`config.mk`:
```
export PLATFORM = sky130hd
export DESIGN_NAME = seven_seg_scan_decoder
export DESIGN_NICKNAME = d
export VERILOG_FILES = /design/src/rtl/seven_seg_scan_decoder.sv
export SDC_FILE = /design/constraint.sdc
export NUM_CORES = 1
export LEC_CHECK = 0
export CORE_ASPECT_RATIO = 0.5
export CORE_UTILIZATION = 49
export CTS_BUF_LIST = sky130_fd_sc_hd__clkbuf_8 sky130_fd_sc_hd__clkbuf_16
export CTS_CLUSTER_DIAMETER = 150
export DETAILED_ROUTE_END_ITERATION = 6
export HOLD_SLACK_MARGIN = 0.1
export PLACE_DENSITY = 0.82
export REMOVE_ABC_BUFFERS = 1
export SYNTH_ARGS = -nofsm -noshare
export SYNTH_HDL_FRONTEND = slang
export SYNTH_SLANG_ARGS = --single-unit
```
`constraint.sdc`:
```
create_clock -name clk -period 2.9 [get_ports clk]
set_input_delay 0.87 -clock clk [delete_from_list [all_inputs] [get_ports clk]]
set_output_delay 0.87 -clock clk [all_outputs]
set_load 0.01 [all_outputs]
```
`src/rtl/seven_seg_scan_decoder.sv`:
```
// Seven-segment scan decoder: recovers hex nibbles from a multiplexed display bus.
// Optional SEVEN_SEG_ERRCNT_EN adds a saturating err_count output.
module seven_seg_scan_decoder #(
    parameter int DIGITS         = 4,
    parameter int STABLE_CYCLES  = 4,
    parameter bit SEG_ACTIVE_LOW = 1'b1
) (
    input  logic                  clk,
    input  logic                  rst_n,
    input  logic [6:0]            seg_in,
    input  logic [DIGITS-1:0]     dig_en,
    output logic [4*DIGITS-1:0]   value_out,
    output logic [DIGITS-1:0]     valid_out,
    output logic                  frame_done,
    output logic                  err
`ifdef SEVEN_SEG_ERRCNT_EN
    ,
    output logic [7:0]            err_count
`endif
);

    typedef enum logic [1:0] {
        IDLE,
        SETTLE,
        CAPTURED
    } state_e;

    state_e              state_q, state_d;
    logic [7:0]          cnt_q, cnt_d;
    logic [6:0]          seg_q, seg_prev_q;
    logic [DIGITS-1:0]   dig_q, dig_prev_q;
    logic [4*DIGITS-1:0] value_q, value_d;
    logic [DIGITS-1:0]   valid_q, valid_d;
    logic [DIGITS-1:0]   seen_q, seen_d;
    logic                fd_q, fd_d;
    logic                err_q, err_d;
    logic                one_hot, match, capture;
    logic [4:0]          glyph;
    logic [DIGITS-1:0]   seen_nx;

    // Returns {legal, nibble} for an active-high gfedcba pattern.
    function automatic logic [4:0] glyph_decode(input logic [6:0] s);
        case (s)
            7'h3F:   return 5'h10;
            7'h06:   return 5'h11;
            7'h5B:   return 5'h12;
            7'h4F:   return 5'h13;
            7'h66:   return 5'h14;
            7'h6D:   return 5'h15;
            7'h7D:   return 5'h16;
            7'h07:   return 5'h17;
            7'h7F:   return 5'h18;
            7'h6F:   return 5'h19;
            7'h77:   return 5'h1A;
            7'h7C:   return 5'h1B;
            7'h39:   return 5'h1C;
            7'h5E:   return 5'h1D;
            7'h79:   return 5'h1E;
            7'h71:   return 5'h1F;
            default: return 5'h00;
        endcase
    endfunction

    assign one_hot = $onehot(dig_q);
    assign match   = (seg_q == seg_prev_q) && (dig_q == dig_prev_q);
    assign glyph   = glyph_decode(seg_q);

    always_comb begin
        state_d = state_q;
        cnt_d   = cnt_q;
        capture = 1'b0;
        case (state_q)
            IDLE: begin
                if (one_hot) begin
                    state_d = SETTLE;
                    cnt_d   = 8'd1;
                end
            end
            SETTLE: begin
                if (!one_hot) begin
                    state_d = IDLE;
                end else if (!match) begin
                    cnt_d = 8'd1;
                end else begin
                    cnt_d = cnt_q + 8'd1;
                    if (cnt_d == 8'(STABLE_CYCLES)) begin
                        capture = 1'b1;
                        state_d = CAPTURED;
                    end
                end
            end
            CAPTURED: begin
                if (!one_hot) begin
                    state_d = IDLE;
                end else if (!match) begin
                    state_d = SETTLE;
                    cnt_d   = 8'd1;
                end
            end
            default: state_d = IDLE;
        endcase
    end

    always_comb begin
        value_d = value_q;
        valid_d = valid_q;
        seen_d  = seen_q;
        seen_nx = seen_q | dig_q;
        fd_d    = 1'b0;
        err_d   = 1'b0;
        if (capture) begin
            if (glyph[4]) begin
                for (int i = 0; i < DIGITS; i++) begin
                    if (dig_q[i]) value_d[4*i +: 4] = glyph[3:0];
                end
                valid_d = valid_q | dig_q;
                // Completing the frame restarts tracking on the same edge.
                if (&seen_nx) begin
                    fd_d   = 1'b1;
                    seen_d = '0;
                end else begin
                    seen_d = seen_nx;
                end
            end else begin
                err_d = 1'b1;
            end
        end
    end

    always_ff @(posedge clk) begin
        if (!rst_n) begin
            seg_q      <= '0;
            dig_q      <= '0;
            seg_prev_q <= '0;
            dig_prev_q <= '0;
            state_q    <= IDLE;
            cnt_q      <= '0;
            value_q    <= '0;
            valid_q    <= '0;
            seen_q     <= '0;
            fd_q       <= 1'b0;
            err_q      <= 1'b0;
        end else begin
            seg_q      <= SEG_ACTIVE_LOW ? ~seg_in : seg_in;
            dig_q      <= dig_en;
            seg_prev_q <= seg_q;
            dig_prev_q <= dig_q;
            state_q    <= state_d;
            cnt_q      <= cnt_d;
            value_q    <= value_d;
            valid_q    <= valid_d;
            seen_q     <= seen_d;
            fd_q       <= fd_d;
            err_q      <= err_d;
        end
    end

    assign value_out  = value_q;
    assign valid_out  = valid_q;
    assign frame_done = fd_q;
    assign err        = err_q;

`ifdef SEVEN_SEG_ERRCNT_EN
    logic [7:0] errcnt_q;

    always_ff @(posedge clk) begin
        if (!rst_n) begin
            errcnt_q <= '0;
        end else if (err_d && errcnt_q != 8'hFF) begin
            errcnt_q <= errcnt_q + 8'd1;
        end
    end

    assign err_count = errcnt_q;
`endif

endmodule
```
Word-level counts from Yosys, hierarchy flattened:

Index checks and enable logic that the tools add are counted.

* add/sub/neg operators: 4
* eq/ne operators: 29
* multiplexer cells: 21
* bitwise gates (word level): 3
* reductions and logical operators: 13

Operators with widths (count)
* 7-bit equality test, second input constant: 12
* 5-bit case mux with 16 select lines: 1
* 8-bit 2-to-1 mux: 5
* 8-bit case mux with 3 select lines: 1
* 3-bit AND reduction: 5
* 7-bit by 3-bit equality test with 1-bit output, second input constant: 2
* 7-bit by 6-bit equality test with 1-bit output, second input constant: 2
* 2-bit 2-to-1 mux: 6
* 3-bit != test, second input constant: 3
* 8-bit by 1-bit adder with 8-bit output, second input constant: 1
* 8-bit by 3-bit equality test with 1-bit output, second input constant: 1
* 2-bit != test, second input constant: 4
* 4-bit OR: 2
* 4-bit AND reduction: 2
* 7-bit equality test: 1
* 7-bit NOT: 1
* 1-bit 2-to-1 mux: 6
* 2-bit case mux with 3 select lines: 1
* 5-bit AND reduction: 1
* 1-bit by 1-bit adder with 2-bit output: 2
* 4-bit equality test: 1
* 4-bit 2-to-1 mux: 1
* 2-bit AND reduction: 2
* 2-bit by 2-bit adder with 3-bit output: 1
* other kinds (6): 6

* bits in registers: 58
* input bits: 13
* output and inout port bits: 22
* word-level logic and storage cells: 84

Longest topological paths before layout:

* word-level depth: 7
* gate-level depth with buffers: 14
* gate-level depth less buffers: 11

Least setup slack after synthesis:

No wires, ideal clock.

* kind: register -> register
* start: reg dig_q[1]
* end: reg value_q[0], in the netlist value_out[0]
* library setup time: 0.073 ns
* data arrival time: 2.878 ns
* data required time: 2.827 ns
* setup slack: -0.051 ns
* cell stages (with the launch flop): 15
* buffers on the path: 3
* period minus slack after synthesis: 2.951 ns
* cells stage by stage: dfxtp_1 -> inv_1 -> fa_1 -> inv_1 -> ha_1 -> ha_1 -> nor3b_1 -> and2_1 -> and4_1 -> clkbuf_2 -> and3_1 -> buf_4 -> and3_4 -> buf_6 -> mux2i_1

* longest elaborated chain between the ends: 6
* elaborated cells between the ends (all ways): 9
* classes of those cells: add/sub: 2; eq/ne: 2; mux: 3; reduce/logical: 2

Ends and longest elaborated chain
* from (decl): line 31 `logic [DIGITS-1:0] dig_q, dig_prev_q;`
* from (signal assigned): line 145 `dig_q <= dig_en;`
* 1-bit by 1-bit adder with 2-bit output (implied by the code) or 4-bit equality test (tied branches): line 64, 65
* 2-bit by 2-bit adder with 3-bit output (implied by the code) or 1-bit logical AND (tied branches): line 64, 65
* 3-bit by 1-bit equality test with 1-bit output or 1-bit 2-to-1 mux (tied branches): line 64, 82
* 1-bit 2-to-1 mux (*): line 80 `if (!one_hot) begin`
* 1-bit 2-to-1 mux (*): line 72 `case (state_q)`
* 3-bit AND reduction (no source line) (*)
* to (signal assigned): line 150 `value_q <= value_d;`
* to (decl): line 32 `logic [4*DIGITS-1:0] value_q, value_d;`

Every way passes the cells marked *; elsewhere a longest branch is shown, timed or not.
A chain may end at the register's enable or synchronous reset.

Worst setup path in the final report:

* start: reg dig_q[0]
* end: reg seen_q[2]

* longest elaborated chain between the ends: 6
* elaborated cells between the ends (all ways): 12
* classes of those cells: add/sub: 2; eq/ne: 2; mux: 4; bitwise: 1; reduce/logical: 3

Ends and longest elaborated chain
* 1-bit by 1-bit adder with 2-bit output (implied by the code) or 4-bit equality test (tied branches): line 64, 65
* 2-bit by 2-bit adder with 3-bit output (implied by the code) or 1-bit logical AND (tied branches): line 64, 65
* 3-bit by 1-bit equality test with 1-bit output or 1-bit 2-to-1 mux (tied branches): line 64, 82
* 1-bit 2-to-1 mux: line 80
* 1-bit 2-to-1 mux: line 72
* 2-bit AND reduction (no source line)
* to (signal assigned): line 152 `seen_q <= seen_d;`
* to (decl): line 34 `logic [DIGITS-1:0] seen_q, seen_d;`

Parallel ways exist; a longest one is shown, timed or not.

==> results.cfg <==
[status]
status = finished, final reports clean

[timing]
max_freq_ghz = 0.355
fin_hold_ws_ps = 446
skew_ps = 8.20
min_period_over_period = 0.973
fin_crit_ps = 2820
setup_slack_ps = 79.5
finalHoldViolCount = 0
relSlewSlack = 0.571
worstMarginPinSlew_ps = 638
finalSetupViolations = 0
finalMaxSlewViolations = 0
tns_ps = 0

[logic_synthesis]
yosysSeqAreaShare = 0.449
synth-seq-cells = 58
synth_top_cell_area_share = 0.449
avgSynthCellArea_sq_um = 8.74
synthFlopType = dfxtp_1
synth_largest_area_cell = dfxtp_1
syn_inst = 296
synthArstFlopShare = 0
yosysUniqueCellTypes = 49
syn-cell-area_sq_um = 2590
netlist_top_cells_area = dfxtp_1 45%, mux2i_1 6.6%, nand2_1 5.9%
synth_warnings = 0
synth-edff-count = 0

[global_route]
grt_busiest_layer = met2
grt_pass1_wl_um = 9200
grt_util_all_layers = 0.219
grt-ovfl-total = 0
antenna_found_initial = 0
grt_use_met1 = 0.261
use_met3 = 0.0690
grt_max_degree = 27
use_met2 = 0.377
grt_pass1_vias = 1962

[power]
pwr-share-clk = 0.439
seqPwrFrac = 0.486
power.switching_mw = 0.389
switching_share = 0.224
cellLeakagePower_nw = 1.34
p_int_mw = 1.35
power_density_nw_per_um2 = 534
p_comb_frac = 0.074
peakVddDrop_uv = 313

[setup_path]
arrival_ps = 3040
r2r_end = seen_q[2]$_SDFFE_PN0P_
reg2regPathDepth = 12
crit_chain = inv_1, fa_1, inv_1, ha_1, ha_1, nor3b_2, and2_1, and4_4, and3_4, buf_4, a31oi_1, nor3b_1
cp_slowest_stage_delay_ps = 540
r2r-start = dig_q[0]$_SDFF_PN0_
crit_path_start = dig_q[0]$_SDFF_PN0_
endpoint_kind = register
cp-start-kind = register
worstPathRequired_ps = 3120
rrSetupSlack_ps = 80
cp_max_fo = 4
crit_end = seen_q[2]$_SDFFE_PN0P_
critical_path_class = reg2reg
cpMaxStageDelayCell = fa_1

[floorplan]
row_count = 18
chipHeight_um = 53.4
start_util = 0.518
core_sq_um = 5000
die_area_sq_um = 5590
io_pins = 35
die_w_um = 105

[clock_network]
cts_sinks = 58
root_buffer = clkbuf_8
cts.htree.levels = 3
cts_tree = built
clock_path_buffers = 2
clk_latency_ps = 320
hold_buffers = 0
cts_made_buffers = 9
clk_pin_slew_ps = 60

[layout]
antenna_cells = 0
final_nets = 350
final_util = 0.650
layout-drive-gt1-share = 0.122
syn_to_final_growth_pct = 25.7

[placed_design]
preCtsSetupSlack_ps = -40.8
hpwl_um = 3860
gp_congestion = 0.802
portBuffers = 34

[hold_path]
min_delay_path_depth = 2
hold_path.class = reg2reg

[detailed_routing]
post_drt_wl_per_cell_um = 14.2
dr.pass1.iters = 4
drt-total-wl_um = 5790
vias_per_cell = 5.30
drc = 0
ant_nets = 0
first_iter_violations = 76
vias = 2156

[flow_run]
max-cap-violations = 0
[power by group through the flow]
stage	Combinational, mW	Sequential, mW	Clock, mW
after detailed placement	0.120	0.860	0
after global placement	0.113	0.858	0
after floorplan	0.0628	0.855	0
after global routing	0.142	0.846	0.817
after CTS	0.122	0.842	0.773
final	0.129	0.844	0.763
[routing by layer]
metal / part of all wire / vias to the layer above
met5: 0 / -
met1: 0.45 / 1021
met2: 0.51 / 50
met4: 0.0067 / 0
met3: 0.039 / 4
li1: - / 1081
[worst min-delay path by stage]
stage / start / to / slack (ps)
global placement: valid_out[3]$_SDFFE_PN0P_ / valid_out[3]$_SDFFE_PN0P_ / 450
global route: valid_out[2]$_SDFFE_PN0P_ / valid_out[2]$_SDFFE_PN0P_ / 460
CTS: valid_out[2]$_SDFFE_PN0P_ / valid_out[2]$_SDFFE_PN0P_ / 450
detailed placement: valid_out[2]$_SDFFE_PN0P_ / valid_out[2]$_SDFFE_PN0P_ / 440
floorplan: state_q[0]$_SDFFE_PN0P_ / state_q[0]$_SDFFE_PN0P_ / 460
finish: valid_out[2]$_SDFFE_PN0P_ / valid_out[2]$_SDFFE_PN0P_ / 450
[cells by family after synthesis]
logic type      synth area share
fa+ha+maj                 0.0222
buf+inv                   0.0590
xor+xnor                  0.0406
mux                       0.0658
compound gates            0.0880
flops                      0.449
simple gates               0.276
[worst max-delay path: cells and delay by family, from the launching register on]
kind	cells	cell delay, ps
and+or+nand+nor	5	1060
adders and majority gates	3	1000
DFF	1	330
buffers and inverters	3	250
AOI/OAI and AO/OA	1	80
[timing repair]
| action | CTS | global route |
|---|---|---|
| setup endpoints to repair | 17 | 25 |
| resized for setup | 1 | 8 |
| pin swaps | 0 | 2 |
| hold endpoints to repair | 0 | 0 |
| buffers inserted | 0 | 1 |
[per-stage QoR]
stage	total power, mW	area, sq um	cells
after global routing	1.81	3250	407
after floorplan	0.918	2480	277
after global placement	0.971	3000	391
after detailed placement	0.980	3000	391
final	1.74	3250	407
after CTS	1.74	3200	406
[flip-flops by register name (all words and copies together) (netlist names)]
| register | cells |
|---|---|
| cnt_q | 8 |
| dig_prev_q | 4 |
| dig_q | 4 |
| err | 1 |
| frame_done | 1 |
| seen_q | 4 |
| seg_prev_q | 7 |
| seg_q | 7 |
| state_q | 2 |
| valid_out | 4 |
| value_out | 16 |
[placed cells by master (no fill, tap or decap), types with 2 or more instances in the layout]
master	count
nand3_4	3
bufinv_16	2
mux2i_1	17
clkbuf_8	9
buf_4	9
dfxtp_1	58
and2_1	13
o21ai_0	4
nor2_1	27
nand3_1	13
xor2_1	12
nand3b_1	3
nor4_1	5
nor3b_2	2
inv_1	14
or2_2	4
ha_1	3
nor3b_1	3
nand4_1	3
clkdlybuf4s50_1	34
nor3_1	2
a21oi_1	11
and3_4	2
o22ai_1	3
nand2_1	41
a31oi_1	10
or3_1	5
[cell usage after synthesis (2+ instances only)]
cell      count
dfxtp_1      58
nand2_1      41
nor2_1       27
mux2i_1      17
nand3_1      14
and2_1       13
xor2_1       12
a21oi_1      11
inv_1        11
a31oi_1      10
clkbuf_1      9
nor3b_1       5
nor4_1        5
or3_1         5
o21ai_0       4
or2_2         4
buf_2         3
buf_6         3
ha_1          3
nand3_2       3
nand3b_1      3
nand4_1       3
o22ai_1       3
buf_4         2
clkbuf_2      2
nor3_1        2
[final cells by class]
| cell class | count | area [sq um] |
|---|---|---|
| Clock buffer | 9 | 124 |
| Clock inverter | 6 | 76.3 |
| Fill cell | 393 | 1750 |
| Inverter | 12 | 45.0 |
| Multi-Input combinational cell | 207 | 1320 |
| Sequential cell | 58 | 1160 |
| Tap cell | 70 | 87.6 |
| Timing Repair Buffer | 45 | 439 |
No activity file was read; power rests on OpenSTA's default activity.
